==> src/rtl/pipeline_hazard_ctrl_pkg.sv <==
`default_nettype none
// ============================================================================
// Module      : pipeline_hazard_ctrl_pkg
// Description : Shared definitions for the pipeline hazard controller:
//               the load result-select code, the sequencer state encoding
//               and the default performance-counter width.
// Revision    : 1.0 - initial release
// ============================================================================
package pipeline_hazard_ctrl_pkg;

    // result_sel value that marks a load in the EX stage
    localparam logic [1:0] RESULT_SEL_LOAD   = 2'b01;

    // Default width of the saturating performance counters
    localparam int         CNT_WIDTH_DEFAULT = 32;

    // Sequencer states
    typedef enum logic [1:0] {
        ST_RUN    = 2'd0,
        ST_DRAIN  = 2'd1,
        ST_HALTED = 2'd2
    } hz_state_e;

endpackage
`default_nettype wire

==> src/rtl/hazard_sat_counter.sv <==
`default_nettype none
// ============================================================================
// Module      : hazard_sat_counter
// Description : Event counter that increments on en_i and sticks at
//               all-ones instead of wrapping. Asynchronously cleared.
// Ports       : clk_i   - clock
//               rst_ni  - asynchronous active-low clear
//               en_i    - count this cycle
//               cnt_o   - current count
// Revision    : 1.0 - initial release
// ============================================================================
module hazard_sat_counter
    import pipeline_hazard_ctrl_pkg::*;
#(
    parameter int WIDTH = CNT_WIDTH_DEFAULT
) (
    input  logic             clk_i,
    input  logic             rst_ni,
    input  logic             en_i,
    output logic [WIDTH-1:0] cnt_o
);

    localparam logic [WIDTH-1:0] ONE = {{(WIDTH-1){1'b0}}, 1'b1};

    logic [WIDTH-1:0] cnt_q;

    always_ff @(posedge clk_i or negedge rst_ni) begin
        if (!rst_ni) begin
            cnt_q <= '0;
        end else if (en_i && (cnt_q != '1)) begin
            cnt_q <= cnt_q + ONE;
        end
    end

    assign cnt_o = cnt_q;

endmodule
`default_nettype wire

==> src/rtl/pipeline_hazard_ctrl.sv <==
`default_nettype none
// ============================================================================
// Module      : pipeline_hazard_ctrl
// Description : Stall/flush sequencer for the five-stage core. Resolves
//               data-memory waits (with watchdog), EX redirects, load-use
//               hazards and a debug halt/drain handshake, and keeps
//               saturating performance counters.
// Ports       : cpu_clk, cpu_rst_n          - clock, async active-low reset
//               rs1_ID/rs2_ID/use_rs*_ID    - ID-stage source operands
//               rd_EX/reg_write_EX/
//               result_sel_EX/redirect_EX   - EX-stage destination and redirect
//               dmem_req_MEM/dmem_ready     - MEM-stage memory handshake
//               halt_req / halt_ack         - debug halt handshake
//               stall_* / flush_*           - pipeline register controls
//               mem_timeout                 - sticky watchdog error
//               stall_cnt/flush_cnt/lu_cnt  - performance counters
// Revision    : 1.0 - initial release
// ============================================================================
module pipeline_hazard_ctrl
    import pipeline_hazard_ctrl_pkg::*;
#(
    parameter int REGISTER_ADDR_WIDTH = 5,
    parameter int DRAIN_CYCLES        = 4,
    parameter int TIMEOUT_CYCLES      = 256,
    parameter int CNT_WIDTH           = CNT_WIDTH_DEFAULT
) (
    input  logic                           cpu_clk,
    input  logic                           cpu_rst_n,
    input  logic [REGISTER_ADDR_WIDTH-1:0] rs1_ID,
    input  logic [REGISTER_ADDR_WIDTH-1:0] rs2_ID,
    input  logic                           use_rs1_ID,
    input  logic                           use_rs2_ID,
    input  logic [REGISTER_ADDR_WIDTH-1:0] rd_EX,
    input  logic                           reg_write_EX,
    input  logic [1:0]                     result_sel_EX,
    input  logic                           redirect_EX,
    input  logic                           dmem_req_MEM,
    input  logic                           dmem_ready,
    input  logic                           halt_req,
    output logic                           stall_PC,
    output logic                           stall_IF_ID,
    output logic                           flush_IF_ID,
    output logic                           stall_ID_EX,
    output logic                           flush_ID_EX,
    output logic                           stall_EX_MEM,
    output logic                           flush_MEM_WB,
    output logic                           halt_ack,
    output logic                           mem_timeout,
    output logic [CNT_WIDTH-1:0]           stall_cnt,
    output logic [CNT_WIDTH-1:0]           flush_cnt,
    output logic [CNT_WIDTH-1:0]           lu_cnt
);

    localparam int DRAIN_W = (DRAIN_CYCLES   > 1) ? $clog2(DRAIN_CYCLES)   : 1;
    localparam int WD_W    = (TIMEOUT_CYCLES > 1) ? $clog2(TIMEOUT_CYCLES) : 1;

    localparam logic [DRAIN_W-1:0] DRAIN_LAST = DRAIN_W'(DRAIN_CYCLES - 1);
    localparam logic [DRAIN_W-1:0] DRAIN_ONE  = {{(DRAIN_W-1){1'b0}}, 1'b1};
    localparam logic [WD_W-1:0]    WD_LAST    = WD_W'(TIMEOUT_CYCLES - 1);
    localparam logic [WD_W-1:0]    WD_ONE     = {{(WD_W-1){1'b0}}, 1'b1};

    hz_state_e          state_q, state_d;
    logic [DRAIN_W-1:0] drain_q, drain_d;
    logic [WD_W-1:0]    wd_q;
    logic               halt_ack_q;
    logic               mem_timeout_q;

    logic               mem_wait;
    logic               load_use;
    logic               redirect_taken;
    logic               load_use_taken;

    assign mem_wait = dmem_req_MEM & ~dmem_ready;

    // x0 is never a real dependency, so a load to x0 cannot stall
    assign load_use = reg_write_EX
                    & (result_sel_EX == RESULT_SEL_LOAD)
                    & (rd_EX != '0)
                    & ((use_rs1_ID & (rs1_ID == rd_EX)) |
                       (use_rs2_ID & (rs2_ID == rd_EX)));

    // ------------------------------------------------------------------------
    // Next-state and combinational stall/flush controls
    // ------------------------------------------------------------------------
    always_comb begin
        stall_PC       = 1'b0;
        stall_IF_ID    = 1'b0;
        flush_IF_ID    = 1'b0;
        stall_ID_EX    = 1'b0;
        flush_ID_EX    = 1'b0;
        stall_EX_MEM   = 1'b0;
        flush_MEM_WB   = 1'b0;
        redirect_taken = 1'b0;
        load_use_taken = 1'b0;
        state_d        = state_q;
        drain_d        = drain_q;

        case (state_q)
            ST_RUN: begin
                if (mem_wait) begin
                    // EX is frozen, so a pending redirect or load-use is
                    // simply re-presented once memory completes
                    stall_PC     = 1'b1;
                    stall_IF_ID  = 1'b1;
                    stall_ID_EX  = 1'b1;
                    stall_EX_MEM = 1'b1;
                    flush_MEM_WB = 1'b1;
                end else if (redirect_EX) begin
                    flush_IF_ID    = 1'b1;
                    flush_ID_EX    = 1'b1;
                    redirect_taken = 1'b1;
                end else if (load_use) begin
                    stall_PC       = 1'b1;
                    stall_IF_ID    = 1'b1;
                    flush_ID_EX    = 1'b1;
                    load_use_taken = 1'b1;
                end

                if (halt_req && !mem_wait) begin
                    state_d = ST_DRAIN;
                    drain_d = '0;
                end
            end

            ST_DRAIN: begin
                if (mem_wait) begin
                    stall_PC     = 1'b1;
                    stall_IF_ID  = 1'b1;
                    stall_ID_EX  = 1'b1;
                    stall_EX_MEM = 1'b1;
                    flush_MEM_WB = 1'b1;
                end else if (redirect_EX) begin
                    // Let the PC take the target so it is correct on resume
                    flush_IF_ID    = 1'b1;
                    flush_ID_EX    = 1'b1;
                    redirect_taken = 1'b1;
                end else begin
                    stall_PC    = 1'b1;
                    flush_IF_ID = 1'b1;
                end

                if (!halt_req) begin
                    state_d = ST_RUN;
                    drain_d = '0;
                end else if (!mem_wait) begin
                    if (drain_q == DRAIN_LAST) begin
                        state_d = ST_HALTED;
                        drain_d = '0;
                    end else begin
                        drain_d = drain_q + DRAIN_ONE;
                    end
                end
            end

            ST_HALTED: begin
                stall_PC    = 1'b1;
                flush_IF_ID = 1'b1;
                if (!halt_req) begin
                    state_d = ST_RUN;
                end
            end

            default: begin
                state_d = ST_RUN;
                drain_d = '0;
            end
        endcase
    end

    // ------------------------------------------------------------------------
    // State, drain counter, halt acknowledge and watchdog
    // ------------------------------------------------------------------------
    always_ff @(posedge cpu_clk or negedge cpu_rst_n) begin
        if (!cpu_rst_n) begin
            state_q       <= ST_RUN;
            drain_q       <= '0;
            wd_q          <= '0;
            halt_ack_q    <= 1'b0;
            mem_timeout_q <= 1'b0;
        end else begin
            state_q    <= state_d;
            drain_q    <= drain_d;
            // Acknowledge tracks the state being entered so it rises and
            // falls on the same edge as the HALTED transition
            halt_ack_q <= (state_d == ST_HALTED);

            if (mem_wait) begin
                if (wd_q == WD_LAST) begin
                    mem_timeout_q <= 1'b1;
                end else begin
                    wd_q <= wd_q + WD_ONE;
                end
            end else begin
                wd_q <= '0;
            end
        end
    end

    assign halt_ack    = halt_ack_q;
    assign mem_timeout = mem_timeout_q;

    // ------------------------------------------------------------------------
    // Performance counters
    // ------------------------------------------------------------------------
    hazard_sat_counter #(.WIDTH(CNT_WIDTH)) u_stall_cnt (
        .clk_i  (cpu_clk),
        .rst_ni (cpu_rst_n),
        .en_i   (stall_PC),
        .cnt_o  (stall_cnt)
    );

    hazard_sat_counter #(.WIDTH(CNT_WIDTH)) u_flush_cnt (
        .clk_i  (cpu_clk),
        .rst_ni (cpu_rst_n),
        .en_i   (redirect_taken),
        .cnt_o  (flush_cnt)
    );

    hazard_sat_counter #(.WIDTH(CNT_WIDTH)) u_lu_cnt (
        .clk_i  (cpu_clk),
        .rst_ni (cpu_rst_n),
        .en_i   (load_use_taken),
        .cnt_o  (lu_cnt)
    );

endmodule
`default_nettype wire
==> config.mk <==
export PLATFORM = sky130hd
export DESIGN_NAME = pipeline_hazard_ctrl
export DESIGN_NICKNAME = d
export VERILOG_FILES = /design/src/rtl/pipeline_hazard_ctrl_pkg.sv /design/src/rtl/hazard_sat_counter.sv /design/src/rtl/pipeline_hazard_ctrl.sv
export SDC_FILE = /design/constraint.sdc
export NUM_CORES = 1
export LEC_CHECK = 0
export ABC_AREA = 0
export BUFFER_PORTS_ARGS = -buffer_cell sky130_fd_sc_hd__buf_2
export CORE_MARGIN = 2
export CORE_UTILIZATION = 30
export CTS_CLUSTER_DIAMETER = 80
export DETAILED_ROUTE_END_ITERATION = 7
export GPL_ROUTABILITY_DRIVEN = 0
export GPL_TIMING_DRIVEN = 0
export HOLD_SLACK_MARGIN = 0.05
export SYNTH_ARGS = -nofsm -noshare
export SYNTH_HDL_FRONTEND = slang
export SYNTH_SLANG_ARGS = --single-unit
==> constraint.sdc <==
create_clock -name cpu_clk -period 2.55 [get_ports cpu_clk]
set_clock_uncertainty 0.2 [all_clocks]
set_input_delay 0.51 -clock cpu_clk [delete_from_list [all_inputs] [get_ports cpu_clk]]
set_output_delay 0.51 -clock cpu_clk [all_outputs]
set_load 0.03 [all_outputs]
==> results_dict.tcl, run 1 <==
set metrics [dict create \
    p_total_uw 4050 \
    syn_nets 545 \
    place_hpwl_um 9170 \
    grt_pass1_vias 4191 \
    hold_violations 0 \
    route.vias.total 4341 \
    met1_usage_pct 18.4 \
    p_leak_uw 0.00328 \
    cp.required_ns 1.84 \
    setup_violations 2 \
    crit_top_cell "buf_2" \
    use_met2_pct 21.3 \
    synthTopCellsByArea "dfrtp_1 (51%), xnor2_1 (13%), nand4_1 (4.1%), xor2_1 (4.0%), nand3_1 (3.9%)" \
    synth-edff-count 0 \
    slew_viol_final 0 \
    syn_inst 514 \
    h-tree-depth 3 \
    rsz0062_at_grt "yes" \
    insertion_delay_ns 0.35 \
    placed_area_um2 6410 \
    grt_antenna_before_repair 1 \
    track_usage_pct 13.6 \
    dieArea_um2 19200 \
    synth_top_cells_by_count "dfrtp_1 (110), xnor2_1 (79), nand2_1 (45), nand3_1 (42)" \
    cts.sinks 110 \
    worst-path-buf-inv 2 \
    tightestPinTransition_ns 0.576 \
    core_region_area_um2 17900 \
    grt-ovfl-total 0 \
    r2r_setup_slack_ns 0.13 \
    synth_seq_cells 110 \
    synth_top_area_cell "dfrtp_1" \
    syn_area_per_cell_um2 10.6 \
    clock_tree.root_cell "clkbuf_16" \
    regToRegStartpoint "u_flush_cnt.cnt_o[18]$_DFFE_PN0P_" \
    synth_ff_type "dfrtp_1" \
    crit_chain "buf_2 > xnor2_1 > nand4_1 > o22ai_2 > a31oi_1 > nor3_1 > buf_2" \
    cts_tree "done" \
    cts_buffers 9 \
    use_met3_pct 3.04 \
    cts_max_path_buffers 2 \
    fin_ws_ns -0.0266 \
    max_slew_margin_pct 61.2 \
    min_from "halt_req" \
    drcViolationCount 0 \
    io_buffers 130 \
    crit_family "compound AO/OA/AOI/OAI gates" \
    cp-end-kind "primary output" \
    critPathSlowestCell "o22ai_2" \
    io_pins 131 \
    hold_end "halt_ack$_DFF_PN0_" \
    clk_pin_slew_ns 0.07 \
    ys_seq_area_share_pct 50.6 \
    r2r-end "u_flush_cnt.cnt_o[26]$_DFFE_PN0P_" \
    area_growth_pct 25.4 \
    busiest_layer "met2" \
    grt_pass1_wl_um 21600 \
    critPathMaxFanout 4 \
    hold_class "primary input to flop" \
    syn-cell-area_um2 5440 \
    yosysMostFrequentCell "dfrtp_1" \
    routed_wl_um 12800 \
    outcome "complete, but fails checks" \
    critical_path_arrival_ns 1.87 \
    synth_top_area_share_pct 50.6 \
    wl_per_cell_um 14.4 \
    rows 49 \
    fmax_mhz 388 \
    power_density_nw_per_um2 593 \
    start_util_pct 30.4 \
    drtIter0Drc 179 \
    fp.dieW_um 139 \
    min_period_ns 2.58 \
    die_y_um 139 \
    final_area_um2 6820 \
    violations "negative setup slack" \
    fin_nets 687 \
    grt_max_degree 61 \
    synth_warnings 0 \
    vdd_drop_max_uv 413 \
    synth_cell_type_count 47 \
    crit_type "primary input to primary output" \
    detail-route-antenna-nets 0 \
    hold_depth 2 \
    drive_above_1_share_pct 27.7 \
    max_stage_delay_ns 0.37 \
    rr_worst_depth 6 \
    cap_viol_max_count 0 \
    first_pass_iters 6 \
    final.period_utilization_pct 101 \
    routed_via_density 4.87 \
    synth-async-reset-ratio_pct 100 \
    startpoint_type "primary input" \
]
flip-flops by register name, indices dropped and copies added (netlist names):
| name | flops |
|---|---|
| u_flush_cnt.cnt_o | 32 |
| u_lu_cnt.cnt_o | 32 |
| u_stall_cnt.cnt_o | 32 |
| wd_q | 8 |
| drain_q | 2 |
| state_q | 2 |
| halt_ack | 1 |
| mem_timeout | 1 |
layer usage:
layer  up-vias  wire length (µm)
met2       100              5820
met1      2114              6050
met5         -                 0
met4         0               257
li1       2111                 -
met3        16               679
what timing repair did:
item,in CTS,in global routing
resized for setup,9,19
pin swaps,1,2
hold buffers,1,0
hold endpoints to repair,50,0
buffers inserted,0,1
setup endpoints to repair,10,53
stage by stage:
step                      utilization (%)  instances  worst slack [ns]  TNS, ns  hold WS (ns)
after global routing                 38.1        890            -0.117   -0.284         0.221
after CTS                            37.8        890           -0.0899  -0.0899         0.184
after global placement               35.6        873            -0.711   -80.50         0.256
after floorplan                         -        514            0.0339        0        0.0144
final                                38.1        891           -0.0266  -0.0443         0.207
after detailed placement             35.8        874            -0.589    -3.71         0.260
worst max-delay path by stage:
| stage | slack, ns | depth (start not counted) | to | startpoint |
|---|---|---|---|---|
| finish | -0.03 | 7 | flush_ID_EX | rd_EX[4] |
| detailed placement | -0.59 | 7 | stall_PC | rd_EX[4] |
| global placement | -0.71 | 1 | u_flush_cnt.cnt_o[29]$_DFFE_PN0P_ | cpu_rst_n |
| CTS | -0.09 | 7 | stall_PC | rd_EX[0] |
| global route | -0.12 | 7 | flush_ID_EX | rd_EX[4] |
| floorplan | 0.03 | 5 | flush_ID_EX | rd_EX[1] |
cells in the final DEF, fill, tap and decap left out, types with 5 or more instances in the layout:
| master | instances |
|---|---|
| dfrtp_1 | 109 |
| nand4_1 | 36 |
| nand3_1 | 42 |
| buf_4 | 6 |
| a21oi_1 | 5 |
| nor3_1 | 8 |
| xor2_1 | 25 |
| nor2_1 | 34 |
| buf_2 | 128 |
| a31oi_1 | 6 |
| and2_1 | 5 |
| xnor2_1 | 79 |
| and4_1 | 16 |
| nor3_2 | 7 |
| ha_1 | 5 |
| inv_1 | 8 |
| nand2_1 | 45 |
| and3_1 | 20 |
| o21ai_0 | 7 |
| clkbuf_16 | 9 |
layout make-up:
class,count,area [µm²]
diodes,1,2.50
plain buffers,11,73.8
clock buffers,10,239
clock inverters,6,68.8
fillers,1822,11100
inverters,8,30.0
multi-input cells,383,2660
flip-flops and latches,110,2750
well taps,229,287
repair buffers,133,704
cell families after synthesis:
| family | after synthesis | synth area share, % |
|---|---|---|
| mux | 4 | 0.805 |
| xor+xnor | 104 | 16.7 |
| simple gates | 239 | 24.9 |
| fa+ha+maj | 5 | 1.15 |
| buf+inv | 21 | 1.77 |
| compound gates | 31 | 4.07 |
| flops | 110 | 50.6 |
report_power, final:
part           switching (µW)  internal, µW  total [µW]
logic                     393           214         607
registers                 134          1840        1970
clock network             672           795        1470
Power figures use the tool's default switching activity.
==> inputs of run 2 (changes only) <==
--- a/config.mk
+++ b/config.mk
@@ -15,3 +15,2 @@
 export GPL_TIMING_DRIVEN = 0
-export HOLD_SLACK_MARGIN = 0.05
 export SYNTH_ARGS = -nofsm -noshare
==> constraint.sdc (replaced) <==
create_clock -name cpu_clk -period 2.55 [get_ports cpu_clk]
set_clock_uncertainty 0.2 [all_clocks]
set_input_delay 0.6375 -clock cpu_clk [delete_from_list [all_inputs] [get_ports cpu_clk]]
set_output_delay 0.6375 -clock cpu_clk [all_outputs]
set_load 0.03 [all_outputs]
==> results_dict.tcl, run 2 (same netlist as run 1, synthesis figures left out) <==
set metrics [dict create \
    outcome "complete, but fails checks" \
    violations "negative setup slack" \
    final_common_cell "buf_2" \
    grt-ovfl-total 0 \
    fmax_mhz 385 \
    final_area_um2 6980 \
    worst-path-buf-inv 2 \
    critical_path_arrival_ns 1.76 \
    power_density_nw_per_um2 567 \
    vdd_drop_max_uv 637 \
    routed_wl_um 12700 \
    place_hpwl_um 9120 \
    hold_violations 0 \
    rsz0062_at_grt "yes" \
    drtIter0Drc 139 \
    cts.sinks 110 \
    cts_tree "done" \
    drive_above_1_share_pct 30.0 \
    first_pass_iters 4 \
    fin_ws_ns -0.0448 \
    route.vias.total 4386 \
    grt_antenna_before_repair 1 \
    core_region_area_um2 17900 \
    start_util_pct 30.4 \
    insertion_delay_ns 0.35 \
    placed_area_um2 6430 \
    fp.dieW_um 139 \
    critPathSlowestCell "o22a_2" \
    min_period_ns 2.59 \
    p_leak_uw 0.00336 \
    io_pins 131 \
    routed_via_density 4.91 \
    r2r-end "u_lu_cnt.cnt_o[1]$_DFFE_PN0P_" \
    max_stage_delay_ns 0.30 \
    area_growth_pct 28.3 \
    crit_chain "buf_8 > xnor2_2 > nand4_1 > o22a_2 > o21ai_4 > buf_6" \
    startpoint_type "primary input" \
    rr_worst_depth 5 \
    cts_max_path_buffers 2 \
    max_slew_margin_pct 57.0 \
    track_usage_pct 13.3 \
    r2r_setup_slack_ns 0.15 \
    clk_pin_slew_ns 0.08 \
    cp.required_ns 1.71 \
    tightestPinTransition_ns 0.640 \
    final_util_pct 39.0 \
    slew_viol_final 0 \
    critPathMaxFanout 3 \
    crit_type "primary input to primary output" \
    h-tree-depth 3 \
    drcViolationCount 0 \
    rows 49 \
    hold_class "primary input to async pin" \
    crit_family "compound AO/OA/AOI/OAI gates" \
    final.period_utilization_pct 102 \
    grt_pass1_wl_um 21200 \
    setup_violations 1 \
    detail-route-antenna-nets 0 \
    grt_pass1_vias 4225 \
    wl_per_cell_um 14.2 \
    cp-end-kind "primary output" \
    final_cell_mix "buf_2 (118), dfrtp_1 (109), xnor2_1 (70)" \
    io_buffers 130 \
    n_fill_cell 1762 \
    cts_buffers 9 \
    regToRegStartpoint "u_lu_cnt.cnt_o[14]$_DFFE_PN0P_" \
    cap_viol_max_count 0 \
    die_y_um 139 \
    grt_max_degree 61 \
    clock_tree.root_cell "clkbuf_16" \
    dieArea_um2 19200 \
    fin_nets 690 \
]
-- run 2: cell count changes in the layout (fill, tap and decap cells not counted), moves of 2 or more --
cell | previous run | this run
buf_2 | 128 | 118
xnor2_1 | 79 | 70
xnor2_2 | 0 | 9
buf_6 | 3 | 10
buf_4 | 6 | 10
buf_8 | 0 | 3
a21oi_1 | 5 | 3
a21oi_2 | 1 | 3
-- run 2: power by group --
group	leakage, µW	switching (µW)	internal, µW	total (µW)
clock	0.000133	671	672	1340
sequential	0.00150	135	1840	1970
combinational	0.00173	402	240	642
total	0.00336	1210	2750	3960
-- run 2: metal layers --
metal | vias to the layer above | track usage [%] | part of all wire, %
met4 | 0 | 3.03 | 0.86
met5 | - | 0 | 0
li1 | 2112 | - | -
met3 | 8 | 3.31 | 4.1
met2 | 68 | 22.3 | 48
met1 | 2198 | 17.6 | 47
-- run 2: area by class of cell --
| class | count | area [µm²] | area share, % |
|---|---|---|---|
| inverter | 8 | 30.0 | 0.430 |
| tap | 229 | 287 | 4.11 |
| antenna | 1 | 2.50 | 0.0359 |
| clock buffer | 10 | 229 | 3.28 |
| sequential | 110 | 2750 | 39.5 |
| multi-input combinational | 383 | 2750 | 39.4 |
| timing repair buffer | 137 | 806 | 11.5 |
| clock inverter | 6 | 47.5 | 0.681 |
| buffer | 10 | 75.1 | 1.08 |
-- run 2: how the worst max path moves through the flow --
stage,start,to,slack [ns],cells past startpoint
after global placement,cpu_rst_n,u_flush_cnt.cnt_o[25]$_DFFE_PN0P_,-0.78,1
after CTS,rd_EX[1],stall_PC,-0.11,7
final,rd_EX[2],stall_PC,-0.04,6
after global routing,rd_EX[4],stall_PC,-0.1,6
after floorplan,rd_EX[1],stall_PC,0.006,5
after detailed placement,rd_EX[0],stall_PC,-0.80,7
-- run 2: repair_timing --
| action | 4_1_cts | 5_1_grt |
|---|---|---|
| hold buffers | 0 | 0 |
| pin swaps | 16 | 18 |
| endpoints found under the setup margin | 20 | 31 |
| gates resized for setup | 25 | 30 |
| buffers inserted | 5 | 1 |
-- run 2: metrics by stage --
stage / setup TNS, ns / hold slack [ns] / cells / total power, µW / setup WS [ns]
floorplan: 0 / 0.142 / 514 / 2370 / 0.00607
global placement: -94.43 / 0.265 / 873 / 2590 / -0.778
detailed placement: -10.01 / 0.274 / 874 / 2610 / -0.795
CTS: -0.115 / 0.0274 / 894 / 4000 / -0.109
global route: -0.200 / 0.0473 / 893 / 4170 / -0.0975
finish: -0.0448 / 0.0210 / 894 / 3960 / -0.0448
